[config.mk]
export PLATFORM = sky130hd
export DESIGN_NAME = pwm_fade_ctrl
export DESIGN_NICKNAME = d
export VERILOG_FILES = /design/src/rtl/pwm_fade_ctrl.sv
export SDC_FILE = /design/constraint.sdc
export NUM_CORES = 1
export LEC_CHECK = 0
export ABC_AREA = 0
export BUFFER_PORTS_ARGS = -buffer_cell sky130_fd_sc_hd__buf_4
export CORE_ASPECT_RATIO = 0.5
export CORE_UTILIZATION = 52
export DETAILED_ROUTE_END_ITERATION = 10
export PLACE_DENSITY = 0.77
export SLEW_MARGIN = 20
export SYNTH_ARGS = -nofsm -noshare
export SYNTH_HDL_FRONTEND = slang
export SYNTH_SLANG_ARGS = --single-unit
[constraint.sdc]
create_clock -name clk_i -period 5.12 [get_ports clk_i]
set_clock_uncertainty 0.15 [all_clocks]
set_input_delay 1.024 -clock clk_i [delete_from_list [all_inputs] [get_ports clk_i]]
set_output_delay 1.024 -clock clk_i [all_outputs]
set_load 0.02 [all_outputs]
[src/rtl/pwm_fade_ctrl.sv]
`default_nettype none
// ============================================================================
// Module   : pwm_fade_ctrl
// Purpose  : Programs one PWM channel (divisor, period, initial duty, control)
//            and then ramps its duty-cycle register from a start value to an
//            end value at a fixed interval, without CPU involvement.
// Revision : 1.0 - initial release
// ============================================================================
module pwm_fade_ctrl #(
    parameter int DC_W  = 16,
    parameter int INT_W = 24
) (
    input  logic             clk_i,
    input  logic             rst_i,
    input  logic             start_i,
    input  logic             abort_i,
    input  logic             ch_sel_i,
    input  logic [DC_W-1:0]  cfg_divisor_i,
    input  logic [DC_W-1:0]  cfg_period_i,
    input  logic [DC_W-1:0]  dc_start_i,
    input  logic [DC_W-1:0]  dc_end_i,
    input  logic [DC_W-1:0]  dc_step_i,
    input  logic [INT_W-1:0] interval_i,
    output logic             we_o,
    output logic             re_o,
    output logic [7:0]       addr_o,
    output logic [31:0]      wdata_o,
    output logic [3:0]       be_o,
    output logic             busy_o,
    output logic             done_o,
    output logic [DC_W-1:0]  dc_cur_o
);

    // Control word: start, output enable, wb clock, internal DC source.
    localparam logic [31:0] c_ctrl_run  = 32'h0000_0014;
    localparam logic [31:0] c_ctrl_stop = 32'h0000_0000;

    typedef enum logic [3:0] {
        S_IDLE   = 4'd0,
        S_W_DIV  = 4'd1,
        S_W_PER  = 4'd2,
        S_W_DC0  = 4'd3,
        S_W_CTRL = 4'd4,
        S_WAIT   = 4'd5,
        S_W_DC   = 4'd6,
        S_DONE   = 4'd7,
        S_STOP   = 4'd8
    } state_t;

    state_t           r_state;
    state_t           w_state_nxt;

    logic             r_ch;
    logic             r_up;
    logic [DC_W-1:0]  r_div;
    logic [DC_W-1:0]  r_per;
    logic [DC_W-1:0]  r_dc_start;
    logic [DC_W-1:0]  r_dc_end;
    logic [DC_W-1:0]  r_step;
    logic [INT_W-1:0] r_interval;
    logic [INT_W-1:0] r_cnt;
    logic [DC_W-1:0]  r_dc_cur;

    logic             w_start;
    logic [DC_W:0]    w_sum;
    logic [DC_W:0]    w_diff;
    logic [DC_W-1:0]  w_next;
    logic [7:0]       w_base;

    assign w_start = (r_state == S_IDLE) && start_i;
    assign w_sum   = {1'b0, r_dc_cur} + {1'b0, r_step};
    assign w_diff  = {1'b0, r_dc_cur} - {1'b0, r_step};
    assign w_base  = r_ch ? 8'd16 : 8'd0;

    // Next duty value: move by one step toward dc_end, clamping on overshoot,
    // carry/borrow, or a zero step.
    always_comb begin
        w_next = r_dc_end;
        if (r_step != '0) begin
            if (r_up) begin
                if (w_sum < {1'b0, r_dc_end})
                    w_next = w_sum[DC_W-1:0];
            end else begin
                if (!w_diff[DC_W] && (w_diff[DC_W-1:0] > r_dc_end))
                    w_next = w_diff[DC_W-1:0];
            end
        end
    end

    // Latch the whole configuration on the accepted start.
    always_ff @(posedge clk_i or posedge rst_i) begin
        if (rst_i) begin
            r_ch       <= 1'b0;
            r_up       <= 1'b0;
            r_div      <= '0;
            r_per      <= '0;
            r_dc_start <= '0;
            r_dc_end   <= '0;
            r_step     <= '0;
            r_interval <= '0;
        end else if (w_start) begin
            r_ch       <= ch_sel_i;
            r_up       <= (dc_end_i >= dc_start_i);
            r_div      <= cfg_divisor_i;
            r_per      <= cfg_period_i;
            r_dc_start <= dc_start_i;
            r_dc_end   <= dc_end_i;
            r_step     <= dc_step_i;
            r_interval <= (interval_i == '0) ? INT_W'(1) : interval_i;
        end
    end

    // Interval counter: loaded when entering WAIT, counts down inside it.
    always_ff @(posedge clk_i or posedge rst_i) begin
        if (rst_i) begin
            r_cnt <= '0;
        end else if ((r_state == S_W_CTRL) || (r_state == S_W_DC)) begin
            r_cnt <= r_interval;
        end else if (r_state == S_WAIT) begin
            r_cnt <= r_cnt - INT_W'(1);
        end
    end

    // Track the duty value most recently written to the port.
    always_ff @(posedge clk_i or posedge rst_i) begin
        if (rst_i) begin
            r_dc_cur <= '0;
        end else if (r_state == S_W_DC0) begin
            r_dc_cur <= r_dc_start;
        end else if (r_state == S_W_DC) begin
            r_dc_cur <= w_next;
        end
    end

    // State register.
    always_ff @(posedge clk_i or posedge rst_i) begin
        if (rst_i) r_state <= S_IDLE;
        else       r_state <= w_state_nxt;
    end

    // Next-state logic; abort overrides every busy state except STOP/DONE.
    always_comb begin
        w_state_nxt = r_state;
        case (r_state)
            S_IDLE:   if (start_i) w_state_nxt = S_W_DIV;
            S_W_DIV:  w_state_nxt = S_W_PER;
            S_W_PER:  w_state_nxt = S_W_DC0;
            S_W_DC0:  w_state_nxt = S_W_CTRL;
            S_W_CTRL: w_state_nxt = (r_dc_start == r_dc_end) ? S_DONE : S_WAIT;
            S_WAIT:   if (r_cnt == INT_W'(1)) w_state_nxt = S_W_DC;
            S_W_DC:   w_state_nxt = (w_next == r_dc_end) ? S_DONE : S_WAIT;
            S_DONE:   w_state_nxt = S_IDLE;
            S_STOP:   w_state_nxt = S_IDLE;
            default:  w_state_nxt = S_IDLE;
        endcase
        if (abort_i && (r_state != S_IDLE) && (r_state != S_DONE) &&
            (r_state != S_STOP))
            w_state_nxt = S_STOP;
    end

    // Moore register-port outputs decoded from the state.
    always_comb begin
        we_o    = 1'b0;
        addr_o  = 8'd0;
        wdata_o = 32'd0;
        case (r_state)
            S_W_DIV:  begin we_o = 1'b1; addr_o = w_base + 8'd4;  wdata_o = 32'(r_div);      end
            S_W_PER:  begin we_o = 1'b1; addr_o = w_base + 8'd8;  wdata_o = 32'(r_per);      end
            S_W_DC0:  begin we_o = 1'b1; addr_o = w_base + 8'd12; wdata_o = 32'(r_dc_start); end
            S_W_CTRL: begin we_o = 1'b1; addr_o = w_base;         wdata_o = c_ctrl_run;      end
            S_W_DC:   begin we_o = 1'b1; addr_o = w_base + 8'd12; wdata_o = 32'(w_next);     end
            S_STOP:   begin we_o = 1'b1; addr_o = w_base;         wdata_o = c_ctrl_stop;     end
            default:  ;
        endcase
    end

    assign re_o     = 1'b0;
    assign be_o     = we_o ? 4'hF : 4'h0;
    assign busy_o   = (r_state != S_IDLE);
    assign done_o   = (r_state == S_DONE);
    assign dc_cur_o = r_dc_cur;

endmodule
`default_nettype wire

# --- After elaboration in Yosys (flattened, before gate mapping) ---
# Index checks and enable logic that the tools add are counted.
op_classes:
  addsub: 6
  n_eq_ne: 15
  order_cmp: 3
  muxes: 20
  n_shift: 0
  div: 0
  n_mul: 0
  bitwise: 0
  n_reduce_logical: 17
ops:
  columns: ["operator", "n"]
  rows:
  - ["16-bit two-way mux", 6]
  - ["16-bit case mux with 5 select lines", 1]
  - ["24-bit two-way mux", 3]
  - ["16-bit equality test", 2]
  - ["4-bit case mux with 7 select lines", 1]
  - ["24-bit by 1-bit equality test with 1-bit output, second input constant", 1]
  - ["24-bit zero test", 1]
  - ["6-bit case mux with 4 select lines", 1]
  - ["24-bit by 1-bit subtractor with 24-bit output, second input constant", 1]
  - ["16-bit by 16-bit adder with 17-bit output", 1]
  - ["17-bit by 16-bit less-than comparator with 1-bit output", 1]
  - ["16-bit by 16-bit subtractor with 17-bit output", 1]
  - ["4-bit by 3-bit equality test with 1-bit output, second input constant", 4]
  - ["16-bit >= comparator", 1]
  - ["16-bit greater-than comparator", 1]
  - ["4-bit two-way mux", 4]
  - ["16-bit nonzero test", 1]
  - ["5-bit by 4-bit adder with 6-bit output, second input constant", 2]
  - ["4-bit by 2-bit equality test with 1-bit output, second input constant", 2]
  - ["5-bit by 3-bit adder with 6-bit output, second input constant", 1]
  - ["6-bit OR reduction", 1]
  - ["1-bit logical AND", 5]
  - ["5-bit two-way mux", 1]
  - ["4-bit by 1-bit equality test with 1-bit output, second input constant", 1]
  - ["14 further kinds", 17]
word_totals:
  ram_bits: 0
  ff_bits: 150
  elab_cells: 72
  romBits: 0
  n_memories: 0
  out_inout_bits: 64
  latch_bits: 0
  input_bits: 109

# --- Depth between registers and ports, before layout ---
depth:
  ltp_word: 10
  depth_mapped: 22
  mapped_depth_nobuf: 20

# --- Worst setup path before layout ---
# OpenSTA, ideal clock, no wires.
synth_path:
  kind: "reg-to-output"
  from: "reg r_dc_cur[13] (netlist: dc_cur_o[13])"
  to: "out wdata_o[13]"
  n_path_buf: 3
  arrival_time_ns: 4.485
  stages_incl_launch_ff: 19
  required_ns: 3.946
  slack_ns: -0.539
  path_cell_list: "dfrtp_1 ha_1 buf_1 and3_1 a221o_1 o21bai_1 a221oi_1 ha_1 nand3_1 nor3_1 a221o_1 o31a_1 and2_1 buf_4 buf_2 a22o_1 a22oi_1 o21ai_1 a221o_1"
synth_between:
  elab_chain_cells: 7
  word_cells_on_any_way: 11
  classes_between: "add/sub (2); order compare (2); mux (5); reduce/logical (2)"
synth_rtl:
  columns: ["element", "line_no", "text"]
  rows:
  - ["start: declaration", "62", "logic [DC_W-1:0] r_dc_cur;"]
  - ["start signal: assignment", "129", "r_dc_cur <= r_dc_start;"]
  - ["start signal: assignment", "131", "r_dc_cur <= w_next;"]
  - ["16-bit by 16-bit subtractor with 17-bit output", "72", "assign w_diff = {1'b0, r_dc_cur} - {1'b0, r_step};"]
  - ["16-bit greater-than comparator or 1-bit zero test (tied branches)", "84", "if (!w_diff[DC_W] && (w_diff[DC_W-1:0] > r_dc_end))"]
  - ["1-bit logical AND", "84", null]
  - ["16-bit two-way mux", "84", null]
  - ["16-bit two-way mux *", "80", "if (r_up) begin"]
  - ["16-bit two-way mux *", "79", "if (r_step != '0) begin"]
  - ["16-bit case mux with 5 select lines *", "166", "case (r_state)"]
  - ["end: declaration", "27", "output logic [31:0] wdata_o,"]
# Mark *: on every way between the ends. The rest lies on a longest branch, timed or not.

# --- Final worst setup path ---
layout_path:
  from: "reg r_step[0]"
  to: "out wdata_o[15]"
layout_between:
  elab_chain_cells: 7
  word_cells_on_any_way: 12
  classes_between: "add/sub (2); order compare (2); mux (5); reduce/logical (3)"
layout_rtl:
  columns: ["element", "line_no", "text"]
  rows:
  - ["start: declaration", "59", "logic [DC_W-1:0] r_step;"]
  - ["start signal: assignment", "108", "r_step <= dc_step_i;"]
  - ["16-bit by 16-bit subtractor with 17-bit output", "72", null]
  - ["16-bit greater-than comparator or 1-bit zero test (tied branches)", "84", null]
  - ["1-bit logical AND", "84", null]
  - ["16-bit two-way mux", "84", null]
  - ["16-bit two-way mux", "80", null]
  - ["16-bit two-way mux *", "79", null]
  - ["16-bit case mux with 5 select lines *", "166", null]
# Marked as above.

==> results.yml <==
synthesis:
  synthArstFlopShare: 1.000
  ys.flop_type: "dfrtp_1"
  synth_cell_types: 75
  yosysWarnings: 0
  syn-cell-area_mm2: 0.01056
  synth-seq-area-share: 0.3555
  syn_inst: 1128
  synth_edf_count: 0
  ys_ff_latch: 150
  syn_avg_cell_area_um2: 9.361
clocking:
  cts_tree: "built"
  numCtsBuffers: 17
  clock_latency_ns: 0.45
  cts_hold_buf: 0
  cts-root-buf: "clkbuf_16"
  cts_buffer_depth: 2
  cts.sink_count: 150
  clkSlewWorstSetupHoldPaths_ns: 0.06
  htree_levels: 4
sta:
  finalWorstPathRequiredPeriod_ns: 6.177
  slew_violations: 0
  max_freq_mhz: 161.9
  layout_setup_ws_ns: -1.057
  grt_setup_unrepaired: "yes"
  hold_violations: 0
  worstMarginPinSlew_ns: 0.9342
  whs_ns: 0.3286
  setup_viol: 18
  slew-limit-headroom: 0.3754
  period_share: 1.206
  setup_tns_ns: -16.83
placed_design:
  dpl_cell_area_mm2: 0.01331
  place_congestion: 0.9526
  hpwl_mm: 28.56
  port_buffers: 150
setup_path:
  cp_cell_sequence: "ha_4 > fa_2 > nor2b_2 > o31a_1 > buf_6 > a2bb2oi_4 > a31oi_1 > xnor2_1 > ha_1 > nand3_2 > or2_2 > a31oi_1 > o31a_1 > and2_4 > buf_6 > o21ai_4 > a32o_1 > a31o_2 > a22oi_2 > nand2_2 > buf_6"
  end_kind: "primary output"
  start_kind: "register"
  worstPathArrival_ns: 5.00
  path_class: "register to primary output"
  crit_fanout: 8
  crit_path_max_incr_delay_ns: 0.45
  crit_required_ns: 3.95
  timing.rr.start: "r_step[0]"
  path_common_cell: "buf_6"
  timing.critical_path.buf_inv: 3
  cpLargestDelayFamily: "compound AO/OA/AOI/OAI gates"
  startpoint: "r_step[0]"
  slowest_stage: "dfrtp_2"
floorplanning:
  initial_core_util: 0.5364
  core-area_mm2: 0.01968
  dieHeight_um: 102.8
  ios: 173
  die-width_um: 203.5
  rows: 36
  die_area_mm2: 0.02091
route:
  wl_mm: 40.26
  vias: 10790
  drtAntennaViolNets: 0
  firstDrtPassIters: 6
  viasPerCell: 6.052
  drt_iter0_drc: 1071
  drc: 0
  wire_per_inst_um: 22.59
final_layout:
  final_nets: 1695
  syn_to_final_growth_pct: 46.18
  final_cell_area_mm2: 0.01543
  layout_common_cells: "377 x buf_4, 136 x dfrtp_1, 88 x mux2_2"
  final_common_cell: "buf_4"
  layout-drive-gt1-share: 0.4571
  insertedDiodeCount: 0
  ff_latch_area_mm2: 0.003771
  multi_input_area_mm2: 0.007009
  n_fill_cell: 1289
global_route:
  gr-total-overflow: 0
  antenna_found_initial: 1
  grt_use_total: 0.3735
  grt_max_degree: 151
  grt_pass1_vias: 10240
  grt_pass1_wl_mm: 57.90
outcome:
  violations: "negative setup slack"
  status: "complete, but fails checks"
hold_path:
  min_path_type: "register to register"
  hold_start: "r_interval[0]"
run:
  drv_cap: 0
## metal layers
metal / track usage / wire length, um / up-vias
li1: - / - / 4839
met1: 0.4909 / 16870 / 5388
met2: 0.6067 / 18710 / 488
met3: 0.1119 / 3803 / 70
met4: 0.09659 / 877 / 0
met5: 0 / 0 / -
## final cells by class
class / instances / area share
multi-input combinational: 827 / 0.4541
inverter: 91 / 0.02254
clock buffer: 18 / 0.02845
sequential: 150 / 0.2443
timing repair buffer: 416 / 0.2149
clock inverter: 14 / 0.01411
tap: 266 / 0.02156
## state kept, by name, indices dropped and copies added (netlist names)
name and count:
r_cnt 24, r_interval 24, dc_cur_o 16, r_dc_end 16
r_dc_start 16, r_div 16, r_per 16, r_step 16
r_state 4, r_ch 1, r_up 1
## cells in the mapped netlist, drive strengths merged (5+ instances only)
cell | n | area share
buf | 49 | 0.030
nand4 | 13 | 0.0077
o21a | 5 | 0.0036
nand3 | 32 | 0.015
dfrtp | 150 | 0.36
inv | 91 | 0.032
or4 | 5 | 0.0036
o22ai | 17 | 0.010
o32ai | 5 | 0.0041
nor2b | 10 | 0.0059
clkbuf | 33 | 0.012
a31oi | 9 | 0.0053
mux2 | 88 | 0.094
o21ai | 65 | 0.033
nor4 | 23 | 0.014
a21o | 31 | 0.022
a221oi | 9 | 0.0081
a21oi | 66 | 0.031
o211ai | 5 | 0.0036
xor2 | 16 | 0.013
a22o | 6 | 0.0050
nor2 | 51 | 0.018
nand2 | 80 | 0.028
nand2b | 12 | 0.0071
a22oi | 21 | 0.015
a221o | 15 | 0.014
o31ai | 6 | 0.0043
and3 | 8 | 0.0047
a222oi | 5 | 0.0047
nor3 | 20 | 0.012
xnor2 | 30 | 0.026
a211oi | 9 | 0.0064
ha | 81 | 0.096
## worst paths after layout
| kind | depth (start not counted) | to | slack (ns) |
|---|---|---|---|
| hold reg to reg | 2 | r_interval[0] | 0.33 |
| max in group asynchronous | 3 | dc_cur_o[7] | 3.47 |
| setup / recovery | 21 | wdata_o[15] | -1.06 |
| setup reg to reg | 32 | dc_cur_o[13] | -0.94 |
| hold / removal | 2 | r_interval[0] | 0.33 |
| min in group asynchronous | 3 | r_interval[3] | 0.65 |
## worst reg2reg max path: cells and delay by family (launching register included)
| kind | cells | cell delay (ns) |
|---|---|---|
| AO/OA/AOI/OAI | 9 | 1.53 |
| XOR/XNOR | 1 | 0.17 |
| adder cells (fa/ha/maj) | 3 | 0.83 |
| buffers and inverters | 15 | 1.97 |
| flip-flops | 1 | 0.45 |
| AND/OR/NAND/NOR | 4 | 0.86 |
## cells by family after synthesis
kind of cell               synth area share
AOI/OAI and AO/OA                    0.2055
and+or+nand+nor                      0.1282
buffers and inverters               0.07418
DFF                                  0.3555
muxes                               0.09764
adders and majority gates           0.09977
xor gates and xnor gates            0.03887
other                             0.0003552
## stage by stage
stage                     setup slack, ns    util  cells
after floorplan                   -0.1135       -   1149
after global placement            -0.5969  0.6763   1671
after detailed placement          -0.6751  0.6763   1671
after CTS                         -0.8272  0.7526   1759
after global routing               -1.202  0.7841   1782
final                              -1.057  0.7841   1782
## repair_timing
action	in CTS	in global routing
setup endpoints to repair	17	19
pin swaps	38	67
gates cloned	1	1
resized for setup	91	84
setup buffers	55	22
Power is not shown: default switching activity piles up to over one toggle a cycle in this logic, so the estimate is an artifact.
